`config.mk`:
```
export PLATFORM = sky130hd
export DESIGN_NAME = trap_sequencer
export DESIGN_NICKNAME = d
export VERILOG_FILES = /design/src/rtl/trap_sequencer_pkg.sv /design/src/rtl/trap_status_calc.sv /design/src/rtl/trap_sequencer.sv
export SDC_FILE = /design/constraint.sdc
export NUM_CORES = 1
export LEC_CHECK = 0
export CORE_AREA = 2 2 285 287
export CTS_CLUSTER_DIAMETER = 100
export DETAILED_ROUTE_END_ITERATION = 8
export DIE_AREA = 0 0 287 289
export PLACE_DENSITY_LB_ADDON = 0.15
export SYNTH_ARGS = -nofsm -noshare
export SYNTH_HDL_FRONTEND = slang
export SYNTH_SLANG_ARGS = --single-unit
```
`constraint.sdc`:
```
create_clock -name clk -period 2.1 [get_ports clk]
set_input_delay 0.42 -clock clk [delete_from_list [all_inputs] [get_ports clk]]
set_output_delay 0.42 -clock clk [all_outputs]
set_load 0.02 [all_outputs]
```
`src/rtl/trap_sequencer_pkg.sv`:
```
// Shared types and constants for the write-back trap sequencer.
// The package keeps the CsrPack name because the WB exception packet type lives here.
package CsrPack;

   localparam int CSR_XLEN = 64;

   typedef struct packed {
      logic                except;
      logic [CSR_XLEN-1:0] epc;
      logic [CSR_XLEN-1:0] ecause;
      logic [CSR_XLEN-1:0] etval;
   } ExceptPack;

   typedef enum logic [2:0] {
      IDLE,
      WR_EPC,
      WR_CAUSE,
      WR_TVAL,
      WR_STATUS,
      RET_STATUS,
      REDIRECT
   } trap_state_t;

   typedef enum logic [1:0] {
      OP_TRAP_M,
      OP_TRAP_S,
      OP_MRET,
      OP_SRET
   } status_op_t;

   localparam logic [11:0] CSR_MSTATUS = 12'h300;
   localparam logic [11:0] CSR_MEPC    = 12'h341;
   localparam logic [11:0] CSR_MCAUSE  = 12'h342;
   localparam logic [11:0] CSR_MTVAL   = 12'h343;
   localparam logic [11:0] CSR_SEPC    = 12'h141;
   localparam logic [11:0] CSR_SCAUSE  = 12'h142;
   localparam logic [11:0] CSR_STVAL   = 12'h143;

   localparam int MSTATUS_SIE    = 1;
   localparam int MSTATUS_MIE    = 3;
   localparam int MSTATUS_SPIE   = 5;
   localparam int MSTATUS_MPIE   = 7;
   localparam int MSTATUS_SPP    = 8;
   localparam int MSTATUS_MPP_LO = 11;
   localparam int MSTATUS_MPP_HI = 12;

   localparam logic [1:0] PRIV_U = 2'b00;
   localparam logic [1:0] PRIV_S = 2'b01;
   localparam logic [1:0] PRIV_M = 2'b11;

   function automatic logic [11:0] trap_csr_addr(input logic       to_s,
                                                 input logic [11:0] m_addr,
                                                 input logic [11:0] s_addr);
      return to_s ? s_addr : m_addr;
   endfunction

endpackage

```
`src/rtl/trap_status_calc.sv`:
```
// Combinational mstatus image and resulting privilege for trap entry (M or S) and MRET/SRET.
module trap_status_calc
   import CsrPack::*;
#(
   parameter int XLEN = 64
) (
   input  status_op_t      op_i,
   input  logic [XLEN-1:0] mstatus_i,
   input  logic [1:0]      priv_i,
   output logic [XLEN-1:0] status_o,
   output logic [1:0]      new_priv_o
);

   always_comb begin
      status_o   = mstatus_i;
      new_priv_o = PRIV_M;
      case (op_i)
         OP_TRAP_M: begin
            status_o[MSTATUS_MPIE]                  = mstatus_i[MSTATUS_MIE];
            status_o[MSTATUS_MIE]                   = 1'b0;
            status_o[MSTATUS_MPP_HI:MSTATUS_MPP_LO] = priv_i;
            new_priv_o                              = PRIV_M;
         end
         OP_TRAP_S: begin
            status_o[MSTATUS_SPIE] = mstatus_i[MSTATUS_SIE];
            status_o[MSTATUS_SIE]  = 1'b0;
            status_o[MSTATUS_SPP]  = priv_i[0];
            new_priv_o             = PRIV_S;
         end
         OP_MRET: begin
            status_o[MSTATUS_MIE]                   = mstatus_i[MSTATUS_MPIE];
            status_o[MSTATUS_MPIE]                  = 1'b1;
            status_o[MSTATUS_MPP_HI:MSTATUS_MPP_LO] = PRIV_U;
            new_priv_o = mstatus_i[MSTATUS_MPP_HI:MSTATUS_MPP_LO];
         end
         OP_SRET: begin
            status_o[MSTATUS_SIE]  = mstatus_i[MSTATUS_SPIE];
            status_o[MSTATUS_SPIE] = 1'b1;
            status_o[MSTATUS_SPP]  = 1'b0;
            new_priv_o             = {1'b0, mstatus_i[MSTATUS_SPP]};
         end
         default: ;
      endcase
   end

endmodule

```
`src/rtl/trap_sequencer.sv`:
```
// Write-back trap sequencer: commits traps and xRET as single-port CSR writes, then redirects the PC.
// Define TRAP_SEQ_INTR_EN to add the interrupt request path and vectored mtvec support.
module trap_sequencer
   import CsrPack::*;
#(
   parameter int         XLEN       = 64,
   parameter logic [1:0] RESET_PRIV = 2'b11
) (
   input  logic            clk,
   input  logic            rst,
   input  logic            valid_wb,
   input  ExceptPack       except_wb,
   input  logic            mret_wb,
   input  logic            sret_wb,
   input  logic [XLEN-1:0] mstatus_i,
   input  logic [XLEN-1:0] medeleg_i,
   input  logic [XLEN-1:0] mtvec_i,
   input  logic [XLEN-1:0] stvec_i,
   input  logic [XLEN-1:0] mepc_i,
   input  logic [XLEN-1:0] sepc_i,
`ifdef TRAP_SEQ_INTR_EN
   input  logic            int_req_i,
   input  logic [XLEN-1:0] int_cause_i,
   input  logic [XLEN-1:0] pc_wb_i,
`endif
   output logic            csr_we_o,
   output logic [11:0]     csr_waddr_o,
   output logic [XLEN-1:0] csr_wdata_o,
   output logic            stall_o,
   output logic            flush_o,
   output logic            redirect_valid_o,
   output logic [XLEN-1:0] redirect_pc_o,
   output logic [1:0]      priv_o,
   output logic            busy_o
);

   localparam logic [XLEN-1:0] TVEC_BASE_MASK = {{(XLEN-2){1'b1}}, 2'b00};

   trap_state_t     state_q, state_d;
   status_op_t      op_q, op_d;
   logic [XLEN-1:0] epc_q, epc_d;
   logic [XLEN-1:0] cause_q, cause_d;
   logic [XLEN-1:0] tval_q, tval_d;
   logic [1:0]      trap_priv_q, trap_priv_d;
   logic [1:0]      new_priv_q, new_priv_d;
   logic [1:0]      priv_q, priv_d;
`ifdef TRAP_SEQ_INTR_EN
   logic            is_intr_q, is_intr_d;
   logic            take_int;
`endif
   logic            take_exc;
   logic            to_s;
   logic            trap_to_s;
   logic [XLEN-1:0] status_img;
   logic [1:0]      ret_priv;
   logic [XLEN-1:0] redirect_target;

   trap_status_calc #(.XLEN(XLEN)) u_status_calc (
      .op_i       (op_q),
      .mstatus_i  (mstatus_i),
      .priv_i     (trap_priv_q),
      .status_o   (status_img),
      .new_priv_o (ret_priv)
   );

   assign take_exc  = valid_wb & except_wb.except;
`ifdef TRAP_SEQ_INTR_EN
   assign take_int  = valid_wb & int_req_i & ~except_wb.except;
`endif
   assign to_s      = (priv_q <= PRIV_S) && medeleg_i[except_wb.ecause[5:0]];
   assign trap_to_s = (op_q == OP_TRAP_S);

   // Sequencing: WB inputs are only looked at in IDLE; exception beats interrupt beats mret beats sret.
   always_comb begin
      state_d     = state_q;
      op_d        = op_q;
      epc_d       = epc_q;
      cause_d     = cause_q;
      tval_d      = tval_q;
      trap_priv_d = trap_priv_q;
      new_priv_d  = new_priv_q;
      priv_d      = priv_q;
`ifdef TRAP_SEQ_INTR_EN
      is_intr_d   = is_intr_q;
`endif
      unique case (state_q)
         IDLE: begin
            if (take_exc) begin
               epc_d       = except_wb.epc;
               cause_d     = except_wb.ecause;
               tval_d      = except_wb.etval;
               trap_priv_d = priv_q;
               op_d        = to_s ? OP_TRAP_S : OP_TRAP_M;
               new_priv_d  = to_s ? PRIV_S : PRIV_M;
`ifdef TRAP_SEQ_INTR_EN
               is_intr_d   = 1'b0;
`endif
               state_d     = WR_EPC;
`ifdef TRAP_SEQ_INTR_EN
            end else if (take_int) begin
               epc_d       = pc_wb_i;
               cause_d     = int_cause_i;
               tval_d      = '0;
               trap_priv_d = priv_q;
               op_d        = OP_TRAP_M;
               new_priv_d  = PRIV_M;
               is_intr_d   = 1'b1;
               state_d     = WR_EPC;
`endif
            end else if (valid_wb && (mret_wb || sret_wb)) begin
               op_d        = mret_wb ? OP_MRET : OP_SRET;
               trap_priv_d = priv_q;
               state_d     = RET_STATUS;
            end
         end
         WR_EPC:    state_d = WR_CAUSE;
         WR_CAUSE:  state_d = WR_TVAL;
         WR_TVAL:   state_d = WR_STATUS;
         WR_STATUS: state_d = REDIRECT;
         RET_STATUS: begin
            // Capture the return privilege before the mstatus write lands in the CSR file.
            new_priv_d = ret_priv;
            state_d    = REDIRECT;
         end
         REDIRECT: begin
            priv_d  = new_priv_q;
            state_d = IDLE;
         end
         default: state_d = IDLE;
      endcase
   end

   always_comb begin
      case (op_q)
         OP_MRET:   redirect_target = mepc_i;
         OP_SRET:   redirect_target = sepc_i;
         OP_TRAP_S: redirect_target = stvec_i & TVEC_BASE_MASK;
         default:   redirect_target = mtvec_i & TVEC_BASE_MASK;
      endcase
`ifdef TRAP_SEQ_INTR_EN
      if (is_intr_q && (op_q == OP_TRAP_M) && (mtvec_i[1:0] == 2'b01))
         redirect_target = (mtvec_i & TVEC_BASE_MASK) + XLEN'({cause_q[5:0], 2'b00});
`endif
   end

   always_comb begin
      csr_we_o         = 1'b0;
      csr_waddr_o      = '0;
      csr_wdata_o      = '0;
      flush_o          = 1'b0;
      redirect_valid_o = 1'b0;
      redirect_pc_o    = '0;
      unique case (state_q)
         WR_EPC: begin
            csr_we_o    = 1'b1;
            flush_o     = 1'b1;
            csr_waddr_o = trap_csr_addr(trap_to_s, CSR_MEPC, CSR_SEPC);
            csr_wdata_o = epc_q;
         end
         WR_CAUSE: begin
            csr_we_o    = 1'b1;
            csr_waddr_o = trap_csr_addr(trap_to_s, CSR_MCAUSE, CSR_SCAUSE);
            csr_wdata_o = cause_q;
         end
         WR_TVAL: begin
            csr_we_o    = 1'b1;
            csr_waddr_o = trap_csr_addr(trap_to_s, CSR_MTVAL, CSR_STVAL);
            csr_wdata_o = tval_q;
         end
         WR_STATUS: begin
            csr_we_o    = 1'b1;
            csr_waddr_o = CSR_MSTATUS;
            csr_wdata_o = status_img;
         end
         RET_STATUS: begin
            csr_we_o    = 1'b1;
            flush_o     = 1'b1;
            csr_waddr_o = CSR_MSTATUS;
            csr_wdata_o = status_img;
         end
         REDIRECT: begin
            redirect_valid_o = 1'b1;
            redirect_pc_o    = redirect_target;
         end
         default: ;
      endcase
   end

   always_ff @(posedge clk) begin
      if (rst) begin
         state_q     <= IDLE;
         op_q        <= OP_TRAP_M;
         epc_q       <= '0;
         cause_q     <= '0;
         tval_q      <= '0;
         trap_priv_q <= '0;
         new_priv_q  <= '0;
         priv_q      <= RESET_PRIV;
`ifdef TRAP_SEQ_INTR_EN
         is_intr_q   <= 1'b0;
`endif
      end else begin
         state_q     <= state_d;
         op_q        <= op_d;
         epc_q       <= epc_d;
         cause_q     <= cause_d;
         tval_q      <= tval_d;
         trap_priv_q <= trap_priv_d;
         new_priv_q  <= new_priv_d;
         priv_q      <= priv_d;
`ifdef TRAP_SEQ_INTR_EN
         is_intr_q   <= is_intr_d;
`endif
      end
   end

   assign busy_o  = (state_q != IDLE);
   assign stall_o = busy_o;
   assign priv_o  = priv_q;

endmodule

```
==> impl_metrics.toml <==
[power]
switchingPower_w = 0.00609
peakVddDrop_uv = 472
pwr-share-clk_pct = 26.3
p_leak_nw = 9.42
seqPwrFrac_pct = 24.4
powerDensity_nw_per_um2 = 697
power_frac_comb_pct = 49.3
switching_share_pct = 34.1
p_int_w = 0.0118

[cells_and_area]
n_fill_cell = 8383
drive_gt1_share_pct = 37.3
fin_area_um2 = 25700
final_cell_mix = "578 x clkdlybuf4s50_1, 389 x nand2_1, 198 x dfxtp_1"
area_growth_pct = 119
nets = 2853
layout_commonest_cell = "clkdlybuf4s50_1"
fin_util_pct = 32.1

[setup_path]
required_ps = 1680
arrival_ps = 2200
path_max_fanout = 4
cp-end-kind = "primary output"
critical_path_class = "flip-flop to primary output"
critPathLaunchType = "flip-flop"

[sta]
slew_viol_final = 0
rsz0062_at_grt = "yes"
setup_slack_ps = -519
hold_violations = 0
period_needed_ps = 2620
finalCritPeriodShare_pct = 125
finalSetupViolCount = 288
relSlewSlack_pct = 63.2
clock_skew_ps = 20.0
tightest_slew_ps = 552
max_freq_mhz = 382

[global_routing]
antenna_found_initial = 29
overflow = 0
grt_pass1_wl_um = 110000
grt_max_degree = 57
first_global_vias = 14600
grt_util_all_layers_pct = 18.5

[yosys]
syn_area_um2 = 11700
yosysUniqueCellTypes = 40
ys.warnings.count = 0
synthCells = 1409
synth-seq-cells = 203
synth_seq_area_share_pct = 34.7
synth_area_per_cell_um2 = 8.31

[routing]
drt-vias-per-instance = 4.30
drt_pre_antenna_iters = 5
finalWirelength_um = 85800
vias = 14500
drt_drc_violations_left = 0
ant_nets = 0
wl_per_cell_um = 25.5
drtIter0Drc = 757

[floorplan]
die_height_um = 289
num_rows = 104
design.core.area_um2 = 79900
dieArea_um2 = 82900
pin_count = 729
dieWidth_um = 287
initial_core_util_pct = 14.7

[status]
outcome = "complete, but fails checks"
violations = "negative setup slack"

[placed_design]
dpl_cell_area_um2 = 21000
gp_congestion = 1.08
port_buffers = 717
dp_hpwl_um = 64100

[clock_tree]
cts.clk_slew.worst_paths_ps = 70
clk_latency_ps = 550
cts_buffers = 27
cts_buffer_depth = 3
cts.htree.levels = 1
cts-root-buf = "clkbuf_16"
cts_tree = "built"
cts.sinks = 203

[flow_run]
drv_cap = 0

[worst_hold_path]
min_path_type = "input port to flip-flop"
## worst max-delay path: stages, from the launching register on
cell	delay [ps]
dfxtp_4	370
buf_6	130
buf_12	130
buf_12	120
buf_8	120
mux2_4	290
a22oi_2	190
o22ai_1	110
buf_4	170
## per-layer routing
layer | wire (um) | GRT usage [%]
met5 | 149 | 0
met4 | 1450 | 2.84
met3 | 7590 | 5.94
met2 | 39800 | 30.5
met1 | 36900 | 24.0
## sequential cells by signal (all words and copies together), names as in the netlist
name	count
op_q	2
priv_o	2
state_q	3
new_priv_q	2
epc_q	64
tval_q	64
trap_priv_q	2
cause_q	64
## power by group through the flow
| stage | clock, W | combinational, W | sequential (W) |
|---|---|---|---|
| after CTS | 0.00485 | 0.00773 | 0.00436 |
| after floorplan | 0 | 0.00282 | 0.00433 |
| final | 0.00470 | 0.00882 | 0.00437 |
| after global routing | 0.00500 | 0.00932 | 0.00441 |
| after global placement | 0 | 0.00633 | 0.00444 |
| after detailed placement | 0 | 0.00633 | 0.00445 |
## path summary, 6_finish.rpt
check / slack (ps) / cells after the start / start / endpoint
worst max-delay path: -520 / 8 / state_q[1] / csr_wdata_o[11]
worst min-delay path: 320 / 2 / rst / cause_q[20]
worst max register to register: -110 / 12 / state_q[1] / epc_q[55]
worst min register to register: 450 / 2 / epc_q[21] / epc_q[21]
## cell usage after synthesis (all sizes together)
cell type / number / area share, %
nand2: 449 / 14
dfxtp: 203 / 35
a21oi: 195 / 8.3
clkbuf: 93 / 3.3
mux4: 78 / 15
a22oi: 67 / 4.3
and3: 65 / 3.5
mux2: 64 / 6.2
o21ai: 61 / 2.6
buf: 55 / 2.9
nor2: 17 / 0.55
mux2i: 14 / 1.2
nor2b: 9 / 0.48
o22ai: 8 / 0.43
nor3: 5 / 0.26
inv: 4 / 0.13
a221oi: 3 / 0.22
a211o: 2 / 0.15
a211oi: 2 / 0.13
a31oi: 2 / 0.11
and2b: 2 / 0.15
a2111oi: 1 / 0.075
and2: 1 / 0.064
conb: 1 / 0.032
nand2b: 1 / 0.053
nand3: 1 / 0.043
nor3b: 1 / 0.064
o211ai: 1 / 0.064
o2bb2ai: 1 / 0.075
o31ai: 1 / 0.064
or2: 1 / 0.053
or2b: 1 / 0.075
## area by class of cell
type | instances | area (um^2) | share of cell area (%)
Inverter | 4 | 25.0 | 0.0975
Timing Repair Buffer | 975 | 11000 | 42.7
Antenna cell | 13 | 32.5 | 0.127
Multi-Input combinational cell | 1060 | 8320 | 32.4
Clock buffer | 39 | 822 | 3.20
Clock inverter | 10 | 81.3 | 0.317
Tap cell | 1060 | 1330 | 5.17
Sequential cell | 203 | 4080 | 15.9
## cells by family after synthesis
group	Yosys count	share of synthesized area, %
DFF	203	34.7
muxes	156	22.6
and+or+nand+nor	553	19.7
buffers and inverters	152	6.39
other	1	0.0320
AOI/OAI and AO/OA	344	16.6
## per-stage QoR
stage / cells / total power (W) / setup TNS (ps) / hold WS, ps / worst slack, ps
2_1_floorplan: 1415 / 0.00715 / 0 / 431 / 56.7
3_3_place_gp: 3180 / 0.0108 / -49490 / 439 / -631
3_5_place_dp: 3180 / 0.0108 / -49070 / 444 / -616
4_1_cts: 3292 / 0.0169 / -63190 / 283 / -583
5_1_grt: 3355 / 0.0187 / -86510 / 316 / -581
6_report: 3364 / 0.0179 / -58960 / 320 / -519
## what timing repair did
item | 4_1_cts | 5_1_grt
gates resized for setup | 929 | 304
pin swaps | 66 | 106
hold buffers | 0 | 0
buffers inserted | 51 | 40
cloned | 12 | 40
setup endpoints to repair | 142 | 305
No activity file was read; power rests on OpenSTA's default activity.
==> edit, RTL diff (same settings) <==
Take the reset off `tval_q` and load it in a clocked block of its own.
--- a/src/rtl/trap_sequencer.sv
+++ b/src/rtl/trap_sequencer.sv
@@ -192,7 +192,6 @@
          op_q        <= OP_TRAP_M;
          epc_q       <= '0;
          cause_q     <= '0;
-         tval_q      <= '0;
          trap_priv_q <= '0;
          new_priv_q  <= '0;
          priv_q      <= RESET_PRIV;
@@ -204,7 +203,6 @@
          op_q        <= op_d;
          epc_q       <= epc_d;
          cause_q     <= cause_d;
-         tval_q      <= tval_d;
          trap_priv_q <= trap_priv_d;
          new_priv_q  <= new_priv_d;
          priv_q      <= priv_d;
@@ -214,6 +212,10 @@
       end
    end
 
+   always_ff @(posedge clk) begin
+      tval_q <= tval_d;
+   end
+
    assign busy_o  = (state_q != IDLE);
    assign stall_o = busy_o;
    assign priv_o  = priv_q;
Function: same outputs for any inputs over 4 cycles, from zero or initial values and one cycle with rst high; that may be too few to reach the edited logic, so the function may still have changed.
==> edit against the original RTL <==
- the run still ends with negative setup slack left
- routed wire length fell by 13%
- cell area decreased by 6.8%
- utilization fell by 2.2 points
- sequential cell count did not move
- synthesized area shrank 2.6%
- fmax decreased by 0.58%
- sequential power grew 3%
- worst setup slack got worse by 0.015 ns
- total power is 9.3% lower
- largest cell class unchanged
==> edit: results (changes against the original RTL) <==
- Via count of the first global-routing pass: 13397 (was 14626)
- IO buf count: 717 (unchanged)
- DR iter-0 viols: 648 (was 757)
- Mapped cell area: 0.0114 mm² (was 0.0117 mm²)
- Worst slew pin tran: 0.515 ns (was 0.552 ns)
- R2R cell count: 11 (was 12)
- Mean cell area of the mapped netlist: 9.52 µm² (was 8.31 µm²)
- Commonest cells in the synthesized netlist: nand2_1, dfxtp_1, a21oi_1 (unchanged)
- Register-to-Register Setup Slack: 0.07 ns (was -0.11 ns)
- Via-per-instance ratio: 4.13 (was 4.30)
- Number of flops mapped to enable cells by yosys: 64 (was 0)
- Leak: 8.71 nW (was 9.42 nW)
- Reg clk slew, reported paths: roughly 0.060 ns
- Fraction of the yosys area taken by sequential cells: 41.2% (was 34.7%)
- FILL cells: 8414 (was 8383)
- Dpl hpwl: 55000 µm (was 64100 µm)
- Worst slack, placed: -0.590 ns (was -0.616 ns)
- Latest clock arrival within the worst-skew pair: 0.57 ns (was 0.55 ns)
- Iteration count of the initial detailed-routing pass: 4 (was 5)
- Violated checks: negative setup slack (unchanged)
- Run status: finished with violations (unchanged)
- Pin count of the biggest net entering global routing: 69 (was 57)
- Maximum VDD drop: 0.543 mV (was 0.472 mV)
- Post-route worst setup slack: -0.534 ns (was -0.519 ns)
- End point of the most critical hold path: cause_q[29]$_SDFFE_PP0P_ (was cause_q[20]$_SDFFE_PP0P_)
- Routability-driven placement congestion ratio: 0.988 (was 1.08)
- Post-Route Skew: 0.0129 ns (was 0.0200 ns)
- Fraction of layout instances using a drive strength above 1: 33.3% (was 37.3%)
- Number of nets in the finished design: 2610 (was 2853)
- Biggest area contributors in the synthesized netlist: dfxtp_1, edfxtp_1, mux4_2 (was dfxtp_1, nand2_1, mux4_2)
- Switching Share: 31.3% (was 34.1%)
- Destination of the worst register-to-register timing path: cause_q[4]$_SDFFE_PP0P_ (was epc_q[55]$_SDFFE_PP0P_)
- Routed Wire Length: 74300 µm (was 85800 µm)
- Number of antenna violations at the first check in global routing: 30 (was 29)
- Launch point of the worst hold path: rst (unchanged)
- Cell count after placement: 2959 (was 3180)
- Gr usage total: 16.5% (was 18.5%)
- Number of warnings reported in the yosys synthesis log: 0 (unchanged)
- Number of endpoints failing setup at the final stage: 135 (was 288)
- Number of H-tree branching levels: 1 (unchanged)
- Total Negative Setup Slacks: -51.52 ns (was -58.96 ns)
- Worst reg2reg startpoint: state_q[1]$_SDFFE_PP0P_ (unchanged)
- Max Fanout on Critical Path: 4 (unchanged)
- TritonCTS buffer count: 28 (was 27)
- Routed length per placed instance: 23.8 µm (was 25.5 µm)
- First-pass GRT wire length: 98600 µm (was 110000 µm)
- Number of library cell types mapped by synthesis: 40 (unchanged)
## edit: changes by cell type after synthesis, moves of 6 or more
cell      delta
a21oi_1     -61
buf_2       -11
clkbuf_1     -6
dfxtp_1     -64
edfxtp_1    +64
nand2_1    -129
## edit: metrics by stage
step	instance area, µm²	util [%]	hold slack (ns)
floorplan	11400	-	0.434
CTS	22800	28.6	0.270
finish	23900	29.9	0.295
global route	23900	29.9	0.305
global placement	20600	25.8	0.440
detailed placement	20600	25.8	0.446
## edit: worst max path at each step
stage,start,endpoint,slack [ns],cells past startpoint
floorplan,state_q[1]$_SDFFE_PP0P_,redirect_pc_o[0],0.03,7
global placement,sepc_i[49],redirect_pc_o[49],-0.60,4
detailed placement,sepc_i[49],redirect_pc_o[49],-0.59,4
CTS,op_q[1]$_SDFFE_PP0P_,redirect_pc_o[52],-0.61,6
global route,op_q[1]$_SDFFE_PP0P_,redirect_pc_o[49],-0.58,6
finish,op_q[1]$_SDFFE_PP0P_,redirect_pc_o[49],-0.53,6
## edit: cells by family (layout without fill, tap and decap cells)
group / count (synthesis) / after routing / share of synthesized area [%]
simple gates: 426 / 426 / 16.0
compound gates: 281 / 281 / 14.2
flops: 203 / 203 / 41.2
mux: 156 / 156 / 23.2
buf+inv: 131 / 977 / 5.30
other cells: 1 / 22 / 0.0329
## edit: per-layer routing
metal  vias up  global-route usage, %  wire length [µm]
li1       6030                      -                 -
met1      6321                   19.4             30100
met2       430                   28.5             36600
met3       104                   5.50              5750
met4        26                   4.31              1690
met5         -                      0               177
## edit: final cells by class
type / count / area (µm²) / share of cell area [%]
Antenna cell: 15 / 37.5 / 0.157
Clock buffer: 44 / 811 / 3.39
Clock inverter: 8 / 129 / 0.539
Inverter: 4 / 30.0 / 0.126
Multi-Input combinational cell: 870 / 7050 / 29.5
Sequential cell: 203 / 4720 / 19.8
Tap cell: 1060 / 1330 / 5.55
Timing Repair Buffer: 921 / 9810 / 41.0
## edit: power groups by stage
stage	Clock [mW]	Combinational (mW)	Sequential, mW
after CTS	5.07	6.24	4.50
after detailed placement	0	5.27	4.57
final	4.89	6.84	4.50
after global placement	0	5.25	4.56
after global routing	5.25	7.26	4.54
after floorplan	0	2.34	4.50
## edit: what timing repair did
item | 4_1_cts | 5_1_grt
buffers inserted | 59 | 30
gates resized for setup | 856 | 188
pin swaps | 43 | 66
hold buffers | 0 | 0
cloned | 8 | 12
setup endpoints to repair | 139 | 139
## edit: critical path: stages (launching register included)
cell	delay [ns]
dfxtp_4	0.39
buf_12	0.14
buf_12	0.12
buf_12	0.11
mux4_2	0.58
and3_4	0.19
buf_6	0.12
